==> config.mk <==
export PLATFORM = sky130hd
export DESIGN_NAME = ctrl_pipeline_flat
export DESIGN_NICKNAME = d
export VERILOG_FILES = /design/src/rtl/ctrl_pipeline_if.sv /design/src/rtl/ctrl_pipeline.sv /design/src/flat_wrapper.sv
export SDC_FILE = /design/constraint.sdc
export NUM_CORES = 1
export LEC_CHECK = 0
export CAP_MARGIN = 25
export CORE_MARGIN = 2
export CORE_UTILIZATION = 42
export CTS_CLUSTER_SIZE = 40
export DETAILED_ROUTE_END_ITERATION = 16
export MAX_ROUTING_LAYER = met4
export PLACE_DENSITY = 0.95
export SLEW_MARGIN = 10
export SYNTH_ARGS = -nofsm -noshare
export SYNTH_HDL_FRONTEND = slang
export SYNTH_SLANG_ARGS = --single-unit
==> constraint.sdc <==
create_clock -name clk -period 5.15 [get_ports clk]
set_input_delay 0.515 -clock clk [delete_from_list [all_inputs] [get_ports clk]]
set_output_delay 0.515 -clock clk [all_outputs]
set_load 0.03 [all_outputs]
==> src/rtl/ctrl_pipeline_if.sv <==
// ctrl_pipeline_if: bundles the ID-stage instruction fields, the hazard and
// flush handshake, and the per-stage control outputs of ctrl_pipeline.
//   master : instruction source / datapath side (drives ID fields, branch_taken)
//   slave  : ctrl_pipeline (drives stall enables and stage controls)
// The illegal signal exists only when CTRL_ILLEGAL_TRAP_EN is defined.
interface ctrl_pipeline_if #(
    parameter int ALUOP_W = 4,
    parameter int RADDR_W = 5
);
    logic               id_valid;
    logic [6:0]         opcode;
    logic [2:0]         funct3;
    logic [6:0]         funct7;
    logic [RADDR_W-1:0] id_rd;
    logic [RADDR_W-1:0] id_rs1;
    logic [RADDR_W-1:0] id_rs2;
    logic               branch_taken;

    logic               pc_write;
    logic               ifid_write;
    logic               ex_alusrc;
    logic [ALUOP_W-1:0] ex_aluop;
    logic               mem_branch;
    logic               mem_memread;
    logic               mem_memwrite;
    logic               mem_regwrite;
    logic               wb_memtoreg;
    logic               wb_regwrite;
    logic [RADDR_W-1:0] ex_rd;
    logic [RADDR_W-1:0] mem_rd;
    logic [RADDR_W-1:0] wb_rd;
`ifdef CTRL_ILLEGAL_TRAP_EN
    logic               illegal;
`endif

    modport master (
`ifdef CTRL_ILLEGAL_TRAP_EN
        input  illegal,
`endif
        output id_valid, opcode, funct3, funct7, id_rd, id_rs1, id_rs2, branch_taken,
        input  pc_write, ifid_write, ex_alusrc, ex_aluop,
        input  mem_branch, mem_memread, mem_memwrite, mem_regwrite,
        input  wb_memtoreg, wb_regwrite, ex_rd, mem_rd, wb_rd
    );

    modport slave (
`ifdef CTRL_ILLEGAL_TRAP_EN
        output illegal,
`endif
        input  id_valid, opcode, funct3, funct7, id_rd, id_rs1, id_rs2, branch_taken,
        output pc_write, ifid_write, ex_alusrc, ex_aluop,
        output mem_branch, mem_memread, mem_memwrite, mem_regwrite,
        output wb_memtoreg, wb_regwrite, ex_rd, mem_rd, wb_rd
    );
endinterface

==> src/rtl/ctrl_pipeline.sv <==
// ctrl_pipeline: control path of a 5-stage in-order pipeline. Decodes the ID
// instruction, carries its controls through EX/MEM/WB, stalls on load-use
// hazards and flushes EX/MEM on a taken branch.
// Ports:
//   clk    - rising-edge clock
//   reset  - synchronous, active-high; clears all stage registers
//   bus    - ctrl_pipeline_if.slave: ID fields, branch_taken, pc_write,
//            ifid_write, ex_*/mem_*/wb_* controls and stage destinations
// Option: define CTRL_ILLEGAL_TRAP_EN to add the registered illegal output;
//         undefined instructions then enter EX as bubbles.
module ctrl_pipeline #(
    parameter int ALUOP_W = 4,
    parameter int RADDR_W = 5
) (
    input  logic           clk,
    input  logic           reset,
    ctrl_pipeline_if.slave bus
);
    typedef enum logic [6:0] {
        OP_R = 7'b0110011,
        OP_I = 7'b0010011,
        OP_L = 7'b0000011,
        OP_S = 7'b0100011,
        OP_B = 7'b1100011
    } opcode_e;

    typedef struct packed {
        logic               alusrc;
        logic [ALUOP_W-1:0] aluop;
        logic               branch;
        logic               memread;
        logic               memwrite;
        logic               memtoreg;
        logic               regwrite;
        logic [RADDR_W-1:0] rd;
    } ex_t;

    typedef struct packed {
        logic               branch;
        logic               memread;
        logic               memwrite;
        logic               memtoreg;
        logic               regwrite;
        logic [RADDR_W-1:0] rd;
    } mem_t;

    typedef struct packed {
        logic               memtoreg;
        logic               regwrite;
        logic [RADDR_W-1:0] rd;
    } wb_t;

    ex_t        dec;
    ex_t        ex_d;
    ex_t        ex_q;
    mem_t       mem_q;
    wb_t        wb_q;
    logic [3:0] op4;
    logic       dec_ok;
    logic       hazard;
    logic       advance;
    logic       unused_funct7;

    // Only funct7[5] distinguishes add/sub; the other bits are don't-care.
    assign unused_funct7 = ^{bus.funct7[6], bus.funct7[4:0]};

    always_comb begin
        dec    = '0;
        op4    = '0;
        dec_ok = 1'b1;
        case (bus.opcode)
            OP_R: begin
                dec.regwrite = 1'b1;
                case (bus.funct3)
                    3'b111:  op4 = 4'b0000;
                    3'b110:  op4 = 4'b0001;
                    3'b000:  op4 = bus.funct7[5] ? 4'b0110 : 4'b0010;
                    default: dec_ok = 1'b0;
                endcase
            end
            OP_I: begin
                dec.alusrc   = 1'b1;
                dec.regwrite = 1'b1;
                case (bus.funct3)
                    3'b000:  op4 = 4'b0010;
                    3'b001:  op4 = 4'b1100;
                    default: dec_ok = 1'b0;
                endcase
            end
            OP_L: begin
                dec.memread  = 1'b1;
                dec.memtoreg = 1'b1;
                dec.alusrc   = 1'b1;
                dec.regwrite = 1'b1;
                op4          = 4'b0010;
            end
            OP_S: begin
                dec.memwrite = 1'b1;
                dec.alusrc   = 1'b1;
                op4          = 4'b0010;
            end
            OP_B: begin
                dec.branch = 1'b1;
                op4        = 4'b0110;
            end
            default: dec_ok = 1'b0;
        endcase
        dec.aluop = ALUOP_W'(op4);
        dec.rd    = bus.id_rd;
        if (!dec_ok) begin
            dec = '0;
`ifndef CTRL_ILLEGAL_TRAP_EN
            // Without the trap, an undefined instruction still carries its rd.
            dec.rd = bus.id_rd;
`endif
        end
    end

    assign hazard = bus.id_valid && ex_q.memread && (ex_q.rd != '0) &&
                    ((ex_q.rd == bus.id_rs1) || (ex_q.rd == bus.id_rs2));

    // A taken branch overrides the stall: the stalled instruction is flushed anyway.
    assign bus.pc_write   = bus.branch_taken || !hazard;
    assign bus.ifid_write = bus.branch_taken || !hazard;

    assign advance = bus.id_valid && !bus.branch_taken && !hazard;

    always_comb begin
        ex_d = '0;
        if (advance) begin
            ex_d = dec;
        end
    end

`ifdef CTRL_ILLEGAL_TRAP_EN
    logic ill_q;
    always_ff @(posedge clk) begin
        if (reset) begin
            ill_q <= 1'b0;
        end else begin
            ill_q <= advance && !dec_ok;
        end
    end
    assign bus.illegal = ill_q;
`endif

    always_ff @(posedge clk) begin
        if (reset) begin
            ex_q  <= '0;
            mem_q <= '0;
            wb_q  <= '0;
        end else begin
            ex_q <= ex_d;
            if (bus.branch_taken) begin
                mem_q <= '0;
            end else begin
                mem_q.branch   <= ex_q.branch;
                mem_q.memread  <= ex_q.memread;
                mem_q.memwrite <= ex_q.memwrite;
                mem_q.memtoreg <= ex_q.memtoreg;
                mem_q.regwrite <= ex_q.regwrite;
                mem_q.rd       <= ex_q.rd;
            end
            wb_q.memtoreg <= mem_q.memtoreg;
            wb_q.regwrite <= mem_q.regwrite;
            wb_q.rd       <= mem_q.rd;
        end
    end

    assign bus.ex_alusrc    = ex_q.alusrc;
    assign bus.ex_aluop     = ex_q.aluop;
    assign bus.ex_rd        = ex_q.rd;
    assign bus.mem_branch   = mem_q.branch;
    assign bus.mem_memread  = mem_q.memread;
    assign bus.mem_memwrite = mem_q.memwrite;
    assign bus.mem_regwrite = mem_q.regwrite;
    assign bus.mem_rd       = mem_q.rd;
    assign bus.wb_memtoreg  = wb_q.memtoreg;
    assign bus.wb_regwrite  = wb_q.regwrite;
    assign bus.wb_rd        = wb_q.rd;
endmodule

==> src/flat_wrapper.sv <==
// flat-port wrapper written by rule: the top's interface ports become plain ports
module ctrl_pipeline_flat 
#(
    parameter int ALUOP_W = 4,
    parameter int RADDR_W = 5
)
  (clk, reset, bus_id_valid, bus_opcode, bus_funct3, bus_funct7, bus_id_rd, bus_id_rs1, bus_id_rs2, bus_branch_taken, bus_pc_write, bus_ifid_write, bus_ex_alusrc, bus_ex_aluop, bus_mem_branch, bus_mem_memread, bus_mem_memwrite, bus_mem_regwrite, bus_wb_memtoreg, bus_wb_regwrite, bus_ex_rd, bus_mem_rd, bus_wb_rd);
  ctrl_pipeline_if #(.ALUOP_W(ALUOP_W), .RADDR_W(RADDR_W)) bus_i ();
  input  logic clk;
  input  logic reset;
  input wire logic [$bits(bus_i.id_valid)-1:0] bus_id_valid;
  input wire logic [$bits(bus_i.opcode)-1:0] bus_opcode;
  input wire logic [$bits(bus_i.funct3)-1:0] bus_funct3;
  input wire logic [$bits(bus_i.funct7)-1:0] bus_funct7;
  input wire logic [$bits(bus_i.id_rd)-1:0] bus_id_rd;
  input wire logic [$bits(bus_i.id_rs1)-1:0] bus_id_rs1;
  input wire logic [$bits(bus_i.id_rs2)-1:0] bus_id_rs2;
  input wire logic [$bits(bus_i.branch_taken)-1:0] bus_branch_taken;
  output wire logic [$bits(bus_i.pc_write)-1:0] bus_pc_write;
  output wire logic [$bits(bus_i.ifid_write)-1:0] bus_ifid_write;
  output wire logic [$bits(bus_i.ex_alusrc)-1:0] bus_ex_alusrc;
  output wire logic [$bits(bus_i.ex_aluop)-1:0] bus_ex_aluop;
  output wire logic [$bits(bus_i.mem_branch)-1:0] bus_mem_branch;
  output wire logic [$bits(bus_i.mem_memread)-1:0] bus_mem_memread;
  output wire logic [$bits(bus_i.mem_memwrite)-1:0] bus_mem_memwrite;
  output wire logic [$bits(bus_i.mem_regwrite)-1:0] bus_mem_regwrite;
  output wire logic [$bits(bus_i.wb_memtoreg)-1:0] bus_wb_memtoreg;
  output wire logic [$bits(bus_i.wb_regwrite)-1:0] bus_wb_regwrite;
  output wire logic [$bits(bus_i.ex_rd)-1:0] bus_ex_rd;
  output wire logic [$bits(bus_i.mem_rd)-1:0] bus_mem_rd;
  output wire logic [$bits(bus_i.wb_rd)-1:0] bus_wb_rd;
  assign bus_i.id_valid = bus_id_valid;
  assign bus_i.opcode = bus_opcode;
  assign bus_i.funct3 = bus_funct3;
  assign bus_i.funct7 = bus_funct7;
  assign bus_i.id_rd = bus_id_rd;
  assign bus_i.id_rs1 = bus_id_rs1;
  assign bus_i.id_rs2 = bus_id_rs2;
  assign bus_i.branch_taken = bus_branch_taken;
  assign bus_pc_write = bus_i.pc_write;
  assign bus_ifid_write = bus_i.ifid_write;
  assign bus_ex_alusrc = bus_i.ex_alusrc;
  assign bus_ex_aluop = bus_i.ex_aluop;
  assign bus_mem_branch = bus_i.mem_branch;
  assign bus_mem_memread = bus_i.mem_memread;
  assign bus_mem_memwrite = bus_i.mem_memwrite;
  assign bus_mem_regwrite = bus_i.mem_regwrite;
  assign bus_wb_memtoreg = bus_i.wb_memtoreg;
  assign bus_wb_regwrite = bus_i.wb_regwrite;
  assign bus_ex_rd = bus_i.ex_rd;
  assign bus_mem_rd = bus_i.mem_rd;
  assign bus_wb_rd = bus_i.wb_rd;
  ctrl_pipeline #(.ALUOP_W(ALUOP_W), .RADDR_W(RADDR_W)) u_core (.clk(clk), .reset(reset), .bus(bus_i));
endmodule
; After elaboration in Yosys (flattened, before gate mapping)
; Index checks and enable logic that the tools add are counted.
[word_totals]
regBits = 30
input_bits = 36
word_cells = 59
[classes]
eq_ne = 10
n_mux = 12
bitwise_logic = 2
n_reduce_logical = 20
[ops]
columns = cell, count
row1 = $pmux 4 s2, 2
row2 = $pmux 4 s4, 1
row3 = $reduce_or 3->1, 5
row4 = $eq 7x6->1 const B, 2
row5 = $eq 5x5->1, 2
row6 = $reduce_or 2->1, 4
row7 = $eq 7x2->1 const B, 1
row8 = $eq 7x5->1 const B, 1
row9 = $eq 7x7->1 const B, 1
row10 = $mux 1, 7
row11 = $eq 3x3->1 const B, 2
row12 = $logic_and 1x1->1, 5
row13 = $reduce_bool 5->1, 1
row14 = $eq 3x1->1 const B, 1
row15 = $logic_not 3->1, 1
row16 = $mux 3, 1
row17 = $pmux 1 s3, 1
row18 = $logic_not 1->1, 2
row19 = $logic_or 1x1->1, 2
row20 = $not 1->1, 2

; Logic depth before layout (Yosys ltp)
[logic_depth]
depth_word = 7
depth_mapped = 6

; Worst setup path before layout
; OpenSTA, ideal clock, no wires.
[synth_timing]
path_type = input port to output port
from = input bus_id_rs1[4]
to = output bus_pc_write
arrival_time_ns = 2.024
required_time_ns = 4.635
setup_slack_ns = 2.611
stages = 6
path_buffers = 2
path_cell_list = xnor2_1 nand3_1 o22ai_1 buf_2 nand3b_1 buf_4
[synth_via]
elab_chain_len = 5
[synth_lines]
columns = item, line
row1 = start: declaration, flat_wrapper.sv:16  ; input wire logic [$bits(bus_i.id_rs1)-1:0] bus_id_rs1;
row2 = $eq 5x5->1, ctrl_pipeline.sv:120  ; ((ex_q.rd == bus.id_rs1) || (ex_q.rd == bus.id_rs2));
row3 = $logic_or 1x1->1, ctrl_pipeline.sv:120
row4 = $logic_and 1x1->1, ctrl_pipeline.sv:119  ; assign hazard = bus.id_valid && ex_q.memread && (ex_q.rd != '0) &&
row5 = $logic_not 1->1, -
row6 = $logic_or 1x1->1, -
row7 = end: declaration, flat_wrapper.sv:19  ; output wire logic [$bits(bus_i.pc_write)-1:0] bus_pc_write;
; Every way passes these cells.

; Final worst setup path
[layout_timing]
from = input bus_id_rs1[1]
to = output bus_pc_write
[layout_via]
elab_chain_len = 5
[layout_lines]
columns = item, line
row1 = $eq 5x5->1, ctrl_pipeline.sv:120
row2 = $logic_or 1x1->1, ctrl_pipeline.sv:120
row3 = $logic_and 1x1->1, ctrl_pipeline.sv:119
row4 = $logic_not 1->1, ctrl_pipeline.sv:123  ; assign bus.pc_write = bus.branch_taken || !hazard;
row5 = $logic_or 1x1->1, ctrl_pipeline.sv:123
; Every way passes these cells.

==> Flow_metrics.wiki <==
{| class="wikitable"
! Metric !! Value
|-
| Result of the run || completed
|-
| Global-route wire length before repair || 4.64 mm
|-
| Number of max-slew violations in the final report || 0
|-
| Final setup viols || 0
|-
| Hold_ws || 0.437 ns
|-
| Kind of capture point of the worst setup path || output port
|-
| Headroom to the max-slew limit || between 60% and 70%
|-
| Buffer count from post-CTS setup fixing || 0
|-
| Number of flops mapped to enable cells by yosys || 0
|-
| Longest Clk Path Bufs || 2
|-
| Synth Register Bits || 30
|-
| Min-Delay Path Class || reg2reg
|-
| Total overflow reported by the global router || 0
|-
| Footprint of the multi-input gates || 584 µm²
|-
| Routed vias/inst || around 5.0
|-
| Register Area || 601 µm²
|-
| Hold-fix buffer count after cts || 0
|-
| Core footprint || 0.00298 mm²
|-
| Clock slew at reported path FFs || 0.10 ns
|-
| Standard cell area after detailed placement || roughly 0.0018 mm²
|-
| # Max-Cap Violations || 0
|-
| Final clock skew || 0.00603 ns
|-
| Antenna Violating Nets Remaining || 0
|-
| Unrepaired setup endpoints after global routing || false
|-
| Worst ir drop on vdd || 0.000250 V
|-
| Clock insertion delay at the later pin of the skew report || 0.32 ns
|-
| DRC Markers || 0
|-
| Net count of the mapped netlist || 158
|-
| Detailed Place HPWL || 2.24 mm
|-
| DRT iter0 DRCs || 15
|-
| Share of cells above drive strength 1 || 14.3%
|-
| Sequential area share after synthesis || 46.8%
|-
| Area Overhead vs Synth || 49.5%
|-
| Post-route setup TNS || 0 ns
|-
| Number of global-route vias before repair || roughly 1,100
|-
| Fraction of the cycle the final worst path needs || 56.2%
|-
| Routed vias || around 1,000
|-
| TritonCTS sink count || 30
|-
| Maximum number of pins on one net before global-route repair || 16
|-
| Share of flip-flops with an asynchronous set or reset || 0%
|-
| Final RePlAce weighted congestion || approximately 0.84
|-
| Tot GR Track Use || 18.3%
|-
| Worst-path maximum fanout || 15
|-
| Upper clock frequency limit || 345 MHz
|-
| Port Buffers || 57
|-
| Number of CTS-inserted buffers || 5
|-
| CTS root buf || clkbuf_4
|-
| Die width || a little under 60 µm
|-
| Startpoint class of the critical path || input port
|-
| Die area || 0.00351 mm²
|-
| Gate count of the mapped netlist || 122
|-
| Layout Nets || 210
|-
| CTS tree || built
|-
| Data required time at the worst endpoint || 4.64 ns
|-
| Power per unit of standard cell area || 279 mW/mm²
|-
| Routed wire per std cell || 13.4 µm
|-
| Mean cell area of the mapped netlist || between 10 and 15 µm²
|-
| Most common flop cell mapped by yosys || dfxtp_1
|-
| Number of top-level pins || between 60 and 70
|-
| Static leakage || between 0.6 and 0.7 nW
|-
| Number of H-tree levels || 2
|-
| Area of all placed cells without fillers || about 0.0019 mm²
|-
| Die H || 59.3 µm
|-
| Final hold violation count || 0
|-
| Initial core utilization || 43.1%
|-
| Total standard cell area after synthesis || between 0.001 and 0.0015 mm²
|-
| Arrival time reported for the critical path endpoint || about 2.4 ns
|-
| Initial antenna violation count || 0
|-
| Synth Warn # || 0
|-
| Tightest Pin Transition || 0.451 ns
|-
| Final WL || 2.78 mm
|-
| Fill count || 241
|-
| Number of distinct standard cells referenced by the synthesized netlist || 32
|-
| Time the worst path needs with I/O delays and setup || 2.90 ns
|-
| First-pass DRT Iterations || 4
|-
| Worst Setup Path Type || in2out
|-
| Total number of placement rows || 20
|-
| Diode insertion count for antenna repair || 0
|-
| Post-layout power || 0.536 mW
|-
| Number of gates resized after CTS || 0
|}
[cells in the final DEF, fill, tap and decap left out, types with 3 or more instances in the layout]
cell type        Yosys  layout
clkdlybuf4s50_1      0      57
dfxtp_1             30      30
xnor2_1             10      10
and2_1              10      10
nand2_1              9       9
a21oi_1              8       8
and2b_2              7       7
clkbuf_4             0       5
nand3_1              4       4
a2111oi_2            4       4
nor2_1               3       3
[worst max-delay path, cell delays in order]
cell and delay [ns]:
clkdlybuf4s50_1 0.50, xnor2_1 0.14, nand2_1 0.07, o22ai_1 0.16, buf_4 0.24, nand3b_1 0.12, clkdlybuf4s50_1 0.63
[registers in the layout, summed over array words and instances (netlist names), 4 cells and up]
register and count:
u_core.bus.ex_rd 5, u_core.bus.mem_rd 5, u_core.bus.wb_rd 5, u_core.bus.ex_aluop 4, u_core.ex_q 4
[Yosys cell counts (all sizes together), types with 2 or more instances]
cell type / instances / area (µm²)
nor2: 3 / 11.3
or3: 2 / 12.5
a21oi: 8 / 40.0
nand3b: 2 / 15.0
a211o: 2 / 17.5
and2b: 7 / 61.3
dfxtp: 30 / 601
xnor2: 10 / 87.6
a211oi: 3 / 27.5
nand2: 9 / 33.8
nand3: 4 / 20.0
a2111oi: 4 / 60.1
and2: 10 / 62.6
o21ai: 3 / 18.8
buf: 12 / 91.3
[metrics by stage]
| step | util, % | std cells | worst slack [ns] |
|---|---|---|---|
| after CTS | 64.5 | 208 | 2.24 |
| after floorplan | - | 122 | 2.61 |
| final | 64.5 | 208 | 2.25 |
| after detailed placement | 60.7 | 200 | 2.24 |
| after global routing | 64.5 | 208 | 2.15 |
| after global placement | 60.7 | 200 | 2.30 |
[power by group]
part           switching, mW  internal [mW]
Sequential           0.00203          0.234
Combinational         0.0242         0.0330
Clock                 0.0785          0.164
[cell families after synthesis]
| kind of cell | after synthesis | share of synthesized area [%] |
|---|---|---|
| DFF | 30 | 46.8 |
| AOI/OAI and AO/OA | 24 | 16.2 |
| and+or+nand+nor | 44 | 22.5 |
| buffers and inverters | 14 | 7.70 |
| xor gates and xnor gates | 10 | 6.82 |
[metal layers]
layer	track usage, %	part of all wire [%]	up-vias
li1	-	-	520
met1	17.6	37	471
met2	34.5	54	44
met3	6.11	8.1	5
met4	4.87	1.1	0
met5	-	0	-
[area by class of cell]
| cell class | count | share of cell area (%) |
|---|---|---|
| Timing Repair Buffer | 58 | 30.1 |
| Sequential cell | 30 | 31.3 |
| Clock buffer | 6 | 2.67 |
| Multi-Input combinational cell | 78 | 30.4 |
| Tap cell | 33 | 2.15 |
| Clock inverter | 2 | 3.13 |
| Inverter | 1 | 0.196 |
[final timing paths]
| check | start | end | slack, ns | cells after the start |
|---|---|---|---|---|
| setup / recovery | bus_id_rs1[1] | bus_pc_write | 2.25 | 7 |
| hold / removal | u_core.ex_q[5]$_SDFF_PP0_ | u_core.bus.mem_regwrite$_SDFF_PP0_ | 0.44 | 1 |
| setup reg to reg | u_core.bus.ex_rd[0]$_SDFF_PP0_ | u_core.ex_q[5]$_SDFF_PP0_ | 3.50 | 3 |
| hold reg to reg | u_core.ex_q[5]$_SDFF_PP0_ | u_core.bus.mem_regwrite$_SDFF_PP0_ | 0.44 | 1 |
No activity file was read; power rests on OpenSTA's default activity.
